### src/rtl/btn_pulse_array_pkg.sv
// btn_pulse_array_pkg: channel FSM state encodings and counter width helper
package btn_pulse_array_pkg;

    typedef enum logic [1:0] {
        ST_IDLE   = 2'd0,
        ST_HOLD   = 2'd1,
        ST_REPEAT = 2'd2
    } chan_st_t;

    function automatic int clog2w(input int v);
        return (v > 1) ? $clog2(v) : 1;
    endfunction

endpackage

### src/rtl/btn_chan.sv
// btn_chan: one button channel - 2-flop synchroniser, debounce, press/repeat FSM
module btn_chan
    import btn_pulse_array_pkg::*;
#(
    parameter int DB_CYCLES   = 4,
    parameter int REPEAT_EN   = 1,
    parameter int HOLD_CYCLES = 16,
    parameter int RPT_CYCLES  = 8
) (
    input  logic clk,
    input  logic rst,
    input  logic press,
    output logic pulse,
    output logic held
);

    localparam int DW = clog2w(DB_CYCLES);
    localparam int TW = clog2w(HOLD_CYCLES > RPT_CYCLES ? HOLD_CYCLES : RPT_CYCLES);

    logic          s1, s2, pulse_nx;
    logic [DW-1:0] db_cnt;
    logic [TW-1:0] tmr, tmr_nx;
    chan_st_t      st, st_nx;

    always_ff @(posedge clk) begin
        if (rst) begin
            s1     <= 1'b0;
            s2     <= 1'b0;
            held   <= 1'b0;
            db_cnt <= '0;
            st     <= ST_IDLE;
            tmr    <= '0;
            pulse  <= 1'b0;
        end else begin
            s1 <= press;
            s2 <= s1;
            if (s2 == held)
                db_cnt <= '0;
            else if (db_cnt == DW'(DB_CYCLES - 1)) begin
                held   <= ~held;
                db_cnt <= '0;
            end else
                db_cnt <= db_cnt + 1'b1;
            st    <= st_nx;
            tmr   <= tmr_nx;
            pulse <= pulse_nx;
        end
    end

    // IDLE is only left while held is high and re-entered once it drops,
    // so held seen in IDLE is always a fresh rising edge.
    always_comb begin
        st_nx    = st;
        tmr_nx   = tmr + 1'b1;
        pulse_nx = 1'b0;
        if (st == ST_IDLE) begin
            tmr_nx = '0;
            if (held) begin
                pulse_nx = 1'b1;
                st_nx    = ST_HOLD;
            end
        end else if (!held) begin
            st_nx  = ST_IDLE;
            tmr_nx = '0;
        end else if (st == ST_HOLD && REPEAT_EN != 0 && tmr == TW'(HOLD_CYCLES - 1)) begin
            pulse_nx = 1'b1;
            st_nx    = ST_REPEAT;
            tmr_nx   = '0;
        end else if (st == ST_REPEAT && tmr == TW'(RPT_CYCLES - 1)) begin
            pulse_nx = 1'b1;
            tmr_nx   = '0;
        end
    end

endmodule

### src/rtl/btn_pulse_array.sv
// btn_pulse_array: N_CH independent debounced press-to-pulse channels with auto-repeat
module btn_pulse_array
    import btn_pulse_array_pkg::*;
#(
    parameter int N_CH        = 5,
    parameter int DB_CYCLES   = 4,
    parameter int REPEAT_EN   = 1,
    parameter int HOLD_CYCLES = 16,
    parameter int RPT_CYCLES  = 8
) (
    input  logic            clk,
    input  logic            rst,
    input  logic [N_CH-1:0] press,
    output logic [N_CH-1:0] pulse,
    output logic [N_CH-1:0] held
);

    for (genvar i = 0; i < N_CH; i++) begin : g_ch
        btn_chan #(
            .DB_CYCLES  (DB_CYCLES),
            .REPEAT_EN  (REPEAT_EN),
            .HOLD_CYCLES(HOLD_CYCLES),
            .RPT_CYCLES (RPT_CYCLES)
        ) u_chan (
            .clk  (clk),
            .rst  (rst),
            .press(press[i]),
            .pulse(pulse[i]),
            .held (held[i])
        );
    end

endmodule

### config.mk
export PLATFORM = sky130hd
export DESIGN_NAME = btn_pulse_array
export DESIGN_NICKNAME = d
export VERILOG_FILES = /design/src/rtl/btn_pulse_array_pkg.sv /design/src/rtl/btn_chan.sv /design/src/rtl/btn_pulse_array.sv
export SDC_FILE = /design/constraint.sdc
export NUM_CORES = 1
export LEC_CHECK = 0
export CAP_MARGIN = 15
export CELL_PAD_IN_SITES_DETAIL_PLACEMENT = 1
export CELL_PAD_IN_SITES_GLOBAL_PLACEMENT = 1
export CORE_ASPECT_RATIO = 0.5
export CORE_MARGIN = 3
export CORE_UTILIZATION = 45
export CTS_CLUSTER_SIZE = 12
export DETAILED_ROUTE_END_ITERATION = 6
export GPL_TIMING_DRIVEN = 0
export HOLD_SLACK_MARGIN = 0.02
export PLACE_DENSITY = 0.84
export SLEW_MARGIN = 30
export SYNTH_ARGS = -nofsm -noshare
export SYNTH_HDL_FRONTEND = slang
export SYNTH_HIERARCHICAL = 1
export SYNTH_SLANG_ARGS = --single-unit
### constraint.sdc
create_clock -name clk -period 1.95 [get_ports clk]
set_input_delay 0.2925 -clock clk [delete_from_list [all_inputs] [get_ports clk]]
set_output_delay 0.2925 -clock clk [all_outputs]
set_load 0.02 [all_outputs]
Word-level counts from Yosys, hierarchy flattened:

Cells that the tools add are included.

* add/subtract/negate cells: 10
* eq/ne operators: 40
* muxes and demuxes: 45
* bitwise gates (word level): 10
* reduce and logical (&&, ||, !) cells: 35

Operators with widths (number)
* $mux 2: 20
* $mux 1: 25
* $reduce_or 5->1: 5
* $add 4x1->4 const B: 5
* $eq 2x2->1 const B: 10
* $eq 4x3->1 const B: 5
* $eq 4x4->1 const B: 5
* $reduce_and 2->1: 10
* $ne 3x3->1 const B: 5
* $reduce_or 3->1: 5
* $add 2x1->2 const B: 5
* $eq 2x1->1 const B: 5
* $logic_and 1x1->1: 10
* $logic_not 2->1: 5
* $ne 2x1->1 const B: 5
* $not 1->1: 10
* $eq 1x1->1: 5

* register bits: 60
* input bits: 7
* output and inout bits: 10
* word-level logic and storage cells: 175

Depth between registers and ports, before layout:

Gate-level depths: netlist of the first run.

* word-level depth: 6
* depth in mapped cells: 4
* depth with buffers taken out: 4

Modules after synthesis:

The synthesis of the first run kept the hierarchy.

Modules (own cells, without submodules)
* btn_chan: instances 5, cells an instance 42, area each 450.4 um^2, sequential area each 240.2 um^2

Worst setup path before layout of the first run:

Ideal clock, no wire load.

* path type: flip-flop to flip-flop
* from: register g_ch[0].u_chan.tmr[0]
* to: register g_ch[0].u_chan.tmr[2]
* library setup time: 0.062 ns
* arrival time: 1.331 ns
* required time: 1.888 ns
* path slack: 0.557 ns
* stages on the path, launching flop included: 5
* path buffers: 0
* clock period less this slack: 1.393 ns
* path through: dfxtp_1 > ha_1 > and4b_4 > or4_4 > nor2_2

* longest elaborated chain between the ends: 3
* elaborated cells on any way between the ends: 6
* those cells by class: add/sub (1); eq/ne (2); reduce/logical (3)

Ends and longest elaborated chain
* from (decl): RTL line btn_chan.sv:22 `logic [TW-1:0] tmr, tmr_nx;`
* from (signal assigned): RTL line btn_chan.sv:45 `tmr <= tmr_nx;`
* $eq 4x3->1 or $eq 4x4->1 (tied branches): RTL line btn_chan.sv:69, btn_chan.sv:65
* $logic_and 1x1->1, on equally long branches: RTL line btn_chan.sv:69, btn_chan.sv:65
* $reduce_or 5->1 (no line)

Parallel ways exist; a longest one is shown, timed or not.
A chain may end at the register's enable or synchronous reset.

Final worst setup path of the first run:

* from: register g_ch[4].u_chan.held
* to: output held[4]

RTL lines
* from (decl): RTL line btn_chan.sv:14 `output logic held`
* from (signal assigned): RTL line btn_chan.sv:40 `held <= ~held;`
* to (decl): RTL line btn_pulse_array.sv:15 `output logic [N_CH-1:0] held`

No word-level cell between the ends.

==> results of run 1 <==
[final cells by class]
type / instances / area share
inverter: 10 / 0.0137
multi-input combinational: 140 / 0.370
clock buffer: 9 / 0.0453
sequential: 60 / 0.439
tap: 66 / 0.0302
timing repair buffer: 16 / 0.0594
clock inverter: 7 / 0.0421
[sequential cells by signal (all words and copies together), names as in the netlist]
| register | flops |
|---|---|
| g_ch.u_chan/db_cnt | 10 |
| g_ch.u_chan/held | 5 |
| g_ch.u_chan/pulse | 5 |
| g_ch.u_chan/s1 | 5 |
| g_ch.u_chan/s2 | 5 |
| g_ch.u_chan/st | 10 |
| g_ch.u_chan/tmr | 20 |
[layer usage]
layer / GRT usage / wire length [µm] / vias to the layer above
met5: 0 / 0 / -
met4: 0.0720 / 56 / 0
met3: 0.0626 / 134 / 4
met2: 0.306 / 2310 / 13
met1: 0.166 / 1810 / 755
li1: - / - / 768
[repair_timing]
action                                  CTS  global route
gates resized for setup                   0             1
endpoints found under the hold margin     0             0
endpoints found under the setup margin    0            20
[worst paths after layout]
path	depth (start not counted)	end	slack [ns]	startpoint
max	1	held[4]	0.27	g_ch[4].u_chan/held$_SDFFE_PP0P_
min	1	g_ch[2].u_chan/db_cnt[0]$_SDFF_PP0_	0.43	g_ch[2].u_chan/db_cnt[0]$_SDFF_PP0_
max reg2reg	4	g_ch[0].u_chan/tmr[2]$_SDFF_PP0_	0.46	g_ch[0].u_chan/tmr[0]$_SDFF_PP0_
min reg2reg	1	g_ch[2].u_chan/db_cnt[0]$_SDFF_PP0_	0.43	g_ch[2].u_chan/db_cnt[0]$_SDFF_PP0_
[power groups by stage]
stage	combinational (mW)	clock, mW	sequential [mW]
6_report	0.0423	1.32	1.24
5_1_grt	0.0466	1.43	1.25
4_1_cts	0.0433	1.35	1.24
3_5_place_dp	0.0411	0	1.27
3_3_place_gp	0.0384	0	1.27
2_1_floorplan	0.0203	0	1.27
[placed cells by master (no fill, tap or decap)]
master / count
dfxtp_1: 60
nor2_1: 45
clkdlybuf4s50_1: 15
and2b_2: 10
inv_1: 10
xnor2_1: 10
ha_1: 10
clkbuf_8: 9
nand2b_1: 5
and4b_4: 5
and4bb_2: 5
nor3_1: 5
mux2i_1: 5
or3_2: 5
nand3_1: 5
xor2_1: 5
or4_4: 5
a41oi_1: 5
nor2b_1: 5
a211oi_1: 5
nor2_2: 5
bufinv_16: 3
clkinv_2: 2
clkinvlp_4: 2
dlymetal6s2s_1: 1
[per-stage QoR]
stage | TNS (ns) | setup slack (ns) | hold WS, ns
finish | 0 | 0.273 | 0.430
global route | 0 | 0.211 | 0.457
floorplan | 0 | 0.557 | 0.365
global placement | -4.84 | -0.262 | 0.403
detailed placement | -5.68 | -0.306 | 0.413
CTS | 0 | 0.000504 | 0.428
[kinds of logic after synthesis]
group | Yosys count | synth area share
buffers and inverters | 10 | 0.0167
flip-flops | 60 | 0.533
AND/OR/NAND/NOR | 100 | 0.278
AO/OA/AOI/OAI | 10 | 0.0361
multiplexers | 5 | 0.0222
XOR/XNOR | 15 | 0.0583
adder cells (fa/ha/maj) | 10 | 0.0556
==> impl_metrics.py, run 1 <==
metrics = {
    "run_status": {
        "outcome": "finished clean",
    },
    "placed_design": {
        "globalplace.congestion": 0.702,
        "dp.cells": 292,
        "placed_cell_area_um2": 2490,
        "port_buffers": 16,
        "hpwl_mm": 2.75,
    },
    "drt": {
        "wl_per_cell_um": 14.0,
        "dr_total_vias": 1540,
        "drtPass1Iterations": 4,
        "drt-total-wl_mm": 4.31,
        "ant_nets": 0,
        "vias_per_cell": 5.00,
        "dr.first_iter.drc_count": 28,
        "drc": 0,
    },
    "finish": {
        "fill_cells": 518,
        "drive_gt1_frac": 0.211,
        "ff_latch_area_um2": 1200,
        "area_growth_pct": 21.5,
        "fin_nets": 254,
        "fin_cells": 308,
        "antenna_cells": 0,
        "finalInstanceArea_um2": 2740,
        "final_util": 0.593,
        "multi_input_area_um2": 1010,
    },
    "worst_hold_path": {
        "hold_class": "reg -> reg",
    },
    "floorplan": {
        "rows": 17,
        "core_area_um2": 4620,
        "die-height_um": 56.0,
        "die-area_um2": 5940,
        "ios": 17,
        "die_x_um": 106,
        "initial_core_util": 0.488,
    },
    "critical_path": {
        "cp_cell_sequence": "clkdlybuf4s50_1",
        "endpoint_kind": "output pin",
        "required_ns": 1.66,
        "crit_fanout": 4,
        "crit_type": "reg -> out",
        "crit_arrival_ns": 1.38,
        "cpMaxStageDelayCell": "clkdlybuf4s50_1",
        "cp_num_buf_inv": 1,
        "crit_path_start_kind": "flop",
        "crit_family": "buffers and inverters",
        "slowest_delay_ns": 0.65,
    },
    "clock_tree": {
        "cts.sinks": 60,
        "cts_buffer_depth": 2,
        "clkLatencyLatePin_ns": 0.33,
        "htreeDepth": 3,
        "cts_tree": "done",
        "numCtsBuffers": 9,
        "ctsHoldBuffers": 0,
        "cts_root_buf": "clkbuf_8",
        "post_cts_buffers": 0,
        "clk_pin_slew_worst_paths_ns": 0.07,
    },
    "yosys": {
        "syn-num-nets": 227,
        "synth_ff_type": "dfxtp_1",
        "yosys_warnings": 6,
        "ys_seq_area_frac": 0.533,
        "yosysTopAreaCellShare": 0.533,
        "synth-edff-count": 0,
        "syn_avg_cell_area_um2": 10.7,
        "yosysTopAreaCell": "dfxtp_1",
        "ys_seq_elements": 60,
        "synthTopCellsByArea": "dfxtp_1 (53%), nor2_1 (7.5%), ha_1 (5.6%)",
        "postSynthCellCount": 210,
        "postSynth.asyncResetShare": 0,
        "syn_area_um2": 2250,
        "yosysMostFrequentCell": "dfxtp_1",
        "synthDistinctLibCells": 19,
        "synth_commonest_cells": "dfxtp_1 (60), nor2_1 (45)",
    },
    "grt": {
        "grt_first_pass_wirelength_mm": 7.55,
        "overflow": 0,
        "antenna_found_initial": 0,
        "grt.total_usage": 0.165,
        "grt_pass1_vias": 1617,
        "grt_max_degree": 26,
    },
    "power_and_ir_drop": {
        "p_leak_nw": 1.04,
        "power.switching_uw": 501,
        "comb_power_share": 0.016,
        "clockPowerShare": 0.507,
        "peakVddDrop_v": 0.000490,
        "power_frac_seq": 0.477,
        "p_total_mw": 2.61,
        "swShare": 0.192,
        "power-per-cell-area_nw_per_um2": 953,
        "intPower_mw": 2.11,
    },
    "sta": {
        "finalCritPeriodShare": 0.860,
        "rsz0062_at_grt": "false",
        "fmax_ghz": 0.596,
        "tightestPinTransition_ns": 0.747,
        "setup-violations-final": 0,
        "layout_min_cycle_time_ns": 1.68,
        "finalHoldViolCount": 0,
        "slew_viol_final": 0,
        "slew_headroom": 0.501,
        "fin_worst_skew_ns": 0.00860,
    },
    "run": {
        "maxCapViolCount": 0,
    },
}
Note: power is estimated with default switching activity, not from simulation.
==> run 2: changes to the inputs <==
--- a/config.mk
+++ b/config.mk
@@ -15,7 +15,7 @@
 export DETAILED_ROUTE_END_ITERATION = 6
 export GPL_TIMING_DRIVEN = 0
 export HOLD_SLACK_MARGIN = 0.02
-export PLACE_DENSITY = 0.84
+export PLACE_DENSITY_LB_ADDON = 0.1
 export SLEW_MARGIN = 30
 export SYNTH_ARGS = -nofsm -noshare
 export SYNTH_HDL_FRONTEND = slang
==> run 2 against run 1 <==
Effect of this change: die area unchanged; non-clock buffer count unchanged; combinational power decreased by 4%; clock power decreased by 3%; fmax increased by 0.34%; utilization decreased by 0.054 points; wire length decreased by 8.1%; sequential share of layout area about the same; via count decreased by 2.1%; global-route usage decreased by 1.5 points; count of clock-buffer cells in the layout increased by 4.
==> impl_metrics.py, run 2 (same netlist as run 1, synthesis figures left out) <==
metrics = {
    "critical_path": {
        "r2r_slack_ns": 0.45,
        "crit_path_start_kind": "flop",
        "crit_family": "buffers and inverters",
        "slowest_delay_ns": 0.64,
        "rr_worst_depth": 4,
        "r2r_start": "g_ch[3].u_chan/tmr[0]$_SDFF_PP0_",
        "crit_type": "reg -> out",
        "cp_num_buf_inv": 1,
        "r2r_end": "g_ch[3].u_chan/tmr[3]$_SDFF_PP0_",
        "cpMaxStageDelayCell": "clkdlybuf4s50_1",
        "required_ns": 1.66,
        "crit_arrival_ns": 1.38,
        "crit_cells": 1,
        "cp_cell_sequence": "clkdlybuf4s50_1",
        "endpoint_kind": "output pin",
        "crit_fanout": 4,
    },
    "clock_tree": {
        "clkLatencyLatePin_ns": 0.33,
        "cts_root_buf": "clkbuf_8",
        "numCtsBuffers": 9,
        "cts_tree": "done",
        "clk_pin_slew_worst_paths_ns": 0.07,
        "post_cts_buffers": 0,
        "ctsHoldBuffers": 0,
        "cts.sinks": 60,
        "htreeDepth": 3,
        "cts_buffer_depth": 2,
    },
    "floorplan": {
        "ios": 17,
        "die-height_um": 56.0,
        "die_x_um": 106,
        "core_area_um2": 4620,
        "rows": 17,
        "die-area_um2": 5940,
        "initial_core_util": 0.488,
    },
    "grt": {
        "grt_first_pass_wirelength_mm": 6.91,
        "grt.total_usage": 0.150,
        "overflow": 0,
        "antenna_found_initial": 0,
        "grt_pass1_vias": 1533,
        "grt_max_degree": 26,
    },
    "worst_hold_path": {
        "hold_class": "reg -> reg",
        "whs_path_depth": 1,
        "hp-start": "g_ch[3].u_chan/db_cnt[0]$_SDFF_PP0_",
        "hold_end": "g_ch[3].u_chan/db_cnt[0]$_SDFF_PP0_",
    },
    "sta": {
        "rsz0062_at_grt": "false",
        "tns_ns": 0,
        "setup_slack_ns": 0.279,
        "finalCritPeriodShare": 0.857,
        "fin_worst_skew_ns": 0.00676,
        "layout_min_cycle_time_ns": 1.67,
        "tightestPinTransition_ns": 0.708,
        "slew_headroom": 0.527,
        "finalHoldViolCount": 0,
        "hold_ws_ns": 0.419,
        "slew_viol_final": 0,
        "fmax_ghz": 0.598,
        "setup-violations-final": 0,
    },
    "power_and_ir_drop": {
        "swShare": 0.185,
        "power_frac_seq": 0.485,
        "power.switching_uw": 474,
        "intPower_mw": 2.09,
        "comb_power_share": 0.016,
        "p_leak_nw": 1.04,
        "power-per-cell-area_nw_per_um2": 938,
        "clockPowerShare": 0.499,
        "peakVddDrop_v": 0.000448,
        "p_total_mw": 2.56,
    },
    "finish": {
        "fin_nets": 254,
        "final_cell_mix": "dfxtp_1 (60), nor2_1 (45), clkdlybuf4s50_1 (15)",
        "multi_input_area_um2": 1010,
        "largest_reg_flops": 20,
        "antenna_cells": 0,
        "final_util": 0.592,
        "area_growth_pct": 21.4,
        "ff_latch_area_um2": 1200,
        "drive_gt1_frac": 0.207,
        "finalInstanceArea_um2": 2730,
        "mostFrequentLayoutCell": "dfxtp_1",
        "fin_cells": 308,
        "top_register": "g_ch.u_chan/tmr",
        "fill_cells": 526,
        "reg_top3": "g_ch.u_chan/tmr x20, g_ch.u_chan/db_cnt x10, g_ch.u_chan/st x10",
    },
    "drt": {
        "wl_per_cell_um": 12.9,
        "drtPass1Iterations": 4,
        "route.met3.wl_um": 145,
        "wl_met2_mm": 2.00,
        "met1Wirelength_mm": 1.80,
        "ant_nets": 0,
        "vias_per_cell": 4.89,
        "dr.first_iter.drc_count": 33,
        "drc": 0,
        "drt-total-wl_mm": 3.96,
        "top_layer": "met4",
        "dr_total_vias": 1507,
    },
    "placed_design": {
        "placed_cell_area_um2": 2490,
        "dp.cells": 292,
        "globalplace.congestion": 0.715,
        "post-place-ws_ns": -0.339,
        "hpwl_mm": 2.77,
        "port_buffers": 16,
    },
    "run": {
        "maxCapViolCount": 0,
    },
    "run_status": {
        "outcome": "finished clean",
    },
}
==> run 2: how the worst max path moves through the flow <==
stage	from	endpoint	slack, ns
final	g_ch[1].u_chan/held$_SDFFE_PP0P_	held[1]	0.28
after global routing	g_ch[1].u_chan/held$_SDFFE_PP0P_	held[1]	0.22
after CTS	rst	g_ch[0].u_chan/tmr[2]$_SDFF_PP0_	0.003
after detailed placement	rst	g_ch[0].u_chan/tmr[2]$_SDFF_PP0_	-0.34
after global placement	rst	g_ch[0].u_chan/tmr[2]$_SDFF_PP0_	-0.28
after floorplan	g_ch[0].u_chan/tmr[0]$_SDFF_PP0_	g_ch[0].u_chan/tmr[2]$_SDFF_PP0_	0.56
==> run 2: cell type report <==
type | instances | area share
clock inverters | 3 | 0.0247
well taps | 66 | 0.0302
repair buffers | 16 | 0.0595
flip-flops and latches | 60 | 0.439
inverters | 10 | 0.0137
multi-input cells | 140 | 0.371
clock buffers | 13 | 0.0618
==> run 2: per-layer routing <==
metal,GRT usage,up-vias
li1,-,765
met1,0.153,725
met2,0.274,15
met3,0.0765,2
met4,0.0387,0
met5,0,-
==> run 2: worst register-to-register path, cell delays in order (launching register included) <==
cell     delay [ns]
dfxtp_1        0.33
ha_1           0.26
and4b_4        0.22
or4_4          0.51
nor2_1         0.11
==> run 2: what timing repair did <==
| item | CTS | global route |
|---|---|---|
| endpoints found under the setup margin | 0 | 20 |
| hold endpoints to repair | 0 | 0 |
| resized for setup | 0 | 1 |
==> run 2: power by group through the flow <==
stage / logic [mW] / clock network [mW] / registers (mW)
2_1_floorplan: 0.0203 / 0 / 1.27
3_3_place_gp: 0.0389 / 0 / 1.27
3_5_place_dp: 0.0410 / 0 / 1.27
4_1_cts: 0.0414 / 1.31 / 1.24
5_1_grt: 0.0448 / 1.39 / 1.24
6_report: 0.0404 / 1.28 / 1.24
==> run 3: changes to the inputs <==
--- a/config.mk
+++ b/config.mk
@@ -15,7 +15,7 @@
 export DETAILED_ROUTE_END_ITERATION = 6
 export GPL_TIMING_DRIVEN = 0
 export HOLD_SLACK_MARGIN = 0.02
-export PLACE_DENSITY_LB_ADDON = 0.1
+export PLACE_DENSITY = 0.89
 export SLEW_MARGIN = 30
 export SYNTH_ARGS = -nofsm -noshare
 export SYNTH_HDL_FRONTEND = slang
==> run 3 against run 2 <==
Effect of this change: total power decreased by 11%; cell area shrank 2.4%; clock skew shrank 0.0035 ns; global-route usage rose by 1.5 points; critical path depth unchanged; die area is the same; clock power is 23% lower; register-to-register slack hardly changed; via count increased by 2.4%.
==> impl_metrics.py, run 3 (same netlist as run 1, synthesis figures left out) <==
metrics = {
    "grt": {
        "grt_max_degree": 26,
        "antenna_found_initial": 0,
        "grt_first_pass_wirelength_mm": 7.47,
        "grt.total_usage": 0.165,
        "overflow": 0,
        "grt.busiest_layer": "met2",
        "grt_use_met1": 0.163,
        "grt_pass1_vias": 1644,
        "grtUsageMet3": 0.0881,
        "grtUsageMet2": 0.297,
    },
    "floorplan": {
        "ios": 17,
        "core_area_um2": 4620,
        "rows": 17,
        "initial_core_util": 0.488,
        "die-height_um": 56.0,
        "die-area_um2": 5940,
        "die_x_um": 106,
    },
    "run_status": {
        "outcome": "finished clean",
    },
    "drt": {
        "drc": 0,
        "drtPass1Iterations": 4,
        "dr.first_iter.drc_count": 14,
        "wl_per_cell_um": 14.1,
        "vias_per_cell": 5.04,
        "ant_nets": 0,
        "drt-total-wl_mm": 4.31,
        "dr_total_vias": 1543,
    },
    "sta": {
        "slew_headroom": 0.523,
        "fin_worst_skew_ns": 0.00323,
        "finalCritPeriodShare": 0.863,
        "tightestPinTransition_ns": 0.716,
        "finalHoldViolCount": 0,
        "layout_min_cycle_time_ns": 1.68,
        "fmax_ghz": 0.594,
        "setup-violations-final": 0,
        "tns_ns": 0,
        "rsz0062_at_grt": "false",
        "slew_viol_final": 0,
    },
    "finish": {
        "multi_input_area_um2": 1010,
        "largest_reg_flops": 20,
        "mostFrequentLayoutCell": "dfxtp_1",
        "fin_nets": 254,
        "reg_top3": "g_ch.u_chan/tmr x20, g_ch.u_chan/db_cnt x10, g_ch.u_chan/st x10",
        "ff_latch_area_um2": 1200,
        "final_cell_mix": "dfxtp_1 (60), nor2_1 (45), clkdlybuf4s50_1 (15)",
        "drive_gt1_frac": 0.204,
        "finalInstanceArea_um2": 2670,
        "area_growth_pct": 18.5,
        "antenna_cells": 0,
        "fill_cells": 503,
        "top_register": "g_ch.u_chan/tmr",
    },
    "critical_path": {
        "rr_worst_depth": 4,
        "crit_cells": 1,
        "endpoint": "held[2]",
        "required_ns": 1.66,
        "cp_num_buf_inv": 1,
        "cp_cell_sequence": "clkdlybuf4s50_1",
        "crit_fanout": 4,
        "r2r_end": "g_ch[1].u_chan/tmr[0]$_SDFF_PP0_",
        "r2r_start": "g_ch[1].u_chan/tmr[0]$_SDFF_PP0_",
        "cpMaxStageDelayCell": "clkdlybuf4s50_1",
        "endpoint_kind": "output pin",
        "crit_type": "reg -> out",
        "crit_family": "buffers and inverters",
        "crit_path_start_kind": "flop",
        "slowest_delay_ns": 0.64,
        "crit_arrival_ns": 1.39,
        "cp-startpoint": "g_ch[2].u_chan/held$_SDFFE_PP0P_",
        "r2r_slack_ns": 0.44,
    },
    "clock_tree": {
        "cts_root_buf": "clkbuf_8",
        "cts_tree": "done",
        "numCtsBuffers": 9,
        "ctsHoldBuffers": 0,
        "htreeDepth": 3,
        "clk_pin_slew_worst_paths_ns": 0.06,
        "post_cts_buffers": 0,
        "cts.sinks": 60,
        "clkLatencyLatePin_ns": 0.34,
        "cts_buffer_depth": 2,
        "cts.repair.resized": 1,
    },
    "worst_hold_path": {
        "hold_class": "reg -> reg",
    },
    "placed_design": {
        "globalplace.congestion": 0.678,
        "hpwl_mm": 3.00,
        "placed_cell_area_um2": 2490,
        "port_buffers": 16,
    },
    "power_and_ir_drop": {
        "power_frac_seq": 0.547,
        "p_leak_nw": 1.01,
        "clockPowerShare": 0.435,
        "peakVddDrop_v": 0.000499,
        "intPower_mw": 1.81,
        "swShare": 0.204,
        "comb_power_share": 0.018,
        "power.switching_uw": 465,
        "power-per-cell-area_nw_per_um2": 853,
    },
    "run": {
        "maxCapViolCount": 0,
    },
}
==> run 3: changes by cell type in the layout (fill, tap and decap cells not counted) <==
cell and delta:
dlymetal6s2s_1 -1, clkinv_2 +2, clkinvlp_4 -1, bufinv_16 -2, clkbuf_1 -1, dlygate4sd2_1 +1
==> run 3: per-stage QoR <==
stage	hold WS [ns]	worst slack [ns]	total power [mW]	util	std cells
after floorplan	0.365	0.557	1.29	-	210
after global placement	0.403	-0.269	1.31	0.541	292
after detailed placement	0.418	-0.355	1.31	0.541	292
after CTS	0.429	0.240	2.31	0.578	306
after global routing	0.439	0.206	2.37	0.578	306
final	0.432	0.268	2.28	0.578	306
==> run 3: worst min-delay path by stage <==
stage / cells after the start / slack, ns / from / to
after floorplan: 1 / 0.36 / rst / g_ch[0].u_chan/held$_SDFFE_PP0P_
after global placement: 1 / 0.40 / g_ch[3].u_chan/db_cnt[0]$_SDFF_PP0_ / g_ch[3].u_chan/db_cnt[0]$_SDFF_PP0_
after detailed placement: 1 / 0.42 / g_ch[1].u_chan/db_cnt[0]$_SDFF_PP0_ / g_ch[1].u_chan/db_cnt[0]$_SDFF_PP0_
after CTS: 1 / 0.43 / g_ch[2].u_chan/db_cnt[0]$_SDFF_PP0_ / g_ch[2].u_chan/db_cnt[0]$_SDFF_PP0_
after global routing: 1 / 0.44 / g_ch[2].u_chan/db_cnt[0]$_SDFF_PP0_ / g_ch[2].u_chan/db_cnt[0]$_SDFF_PP0_
final: 1 / 0.43 / g_ch[2].u_chan/db_cnt[0]$_SDFF_PP0_ / g_ch[2].u_chan/db_cnt[0]$_SDFF_PP0_
==> run 3: area by class of cell <==
class                      count  area share
clock inverter                 2     0.00375
sequential                    60       0.450
tap                           66      0.0309
clock buffer                  12      0.0619
multi-input combinational    140       0.380
inverter                      10      0.0141
timing repair buffer          16      0.0595
==> run 3: layer usage <==
layer	wire length, µm	part of all wire	up-vias
met1	1800	0.42	754
li1	-	-	767
met4	38	0.0088	0
met2	2300	0.53	17
met5	0	0	-
met3	177	0.041	5
==> run 3: power by group through the flow <==
stage               logic (mW)  clock network [mW]  registers [mW]
CTS                     0.0416                1.03            1.25
global route            0.0450                1.08            1.25
finish                  0.0408               0.989            1.25
detailed placement      0.0417                   0            1.27
global placement        0.0383                   0            1.27
floorplan               0.0203                   0            1.27
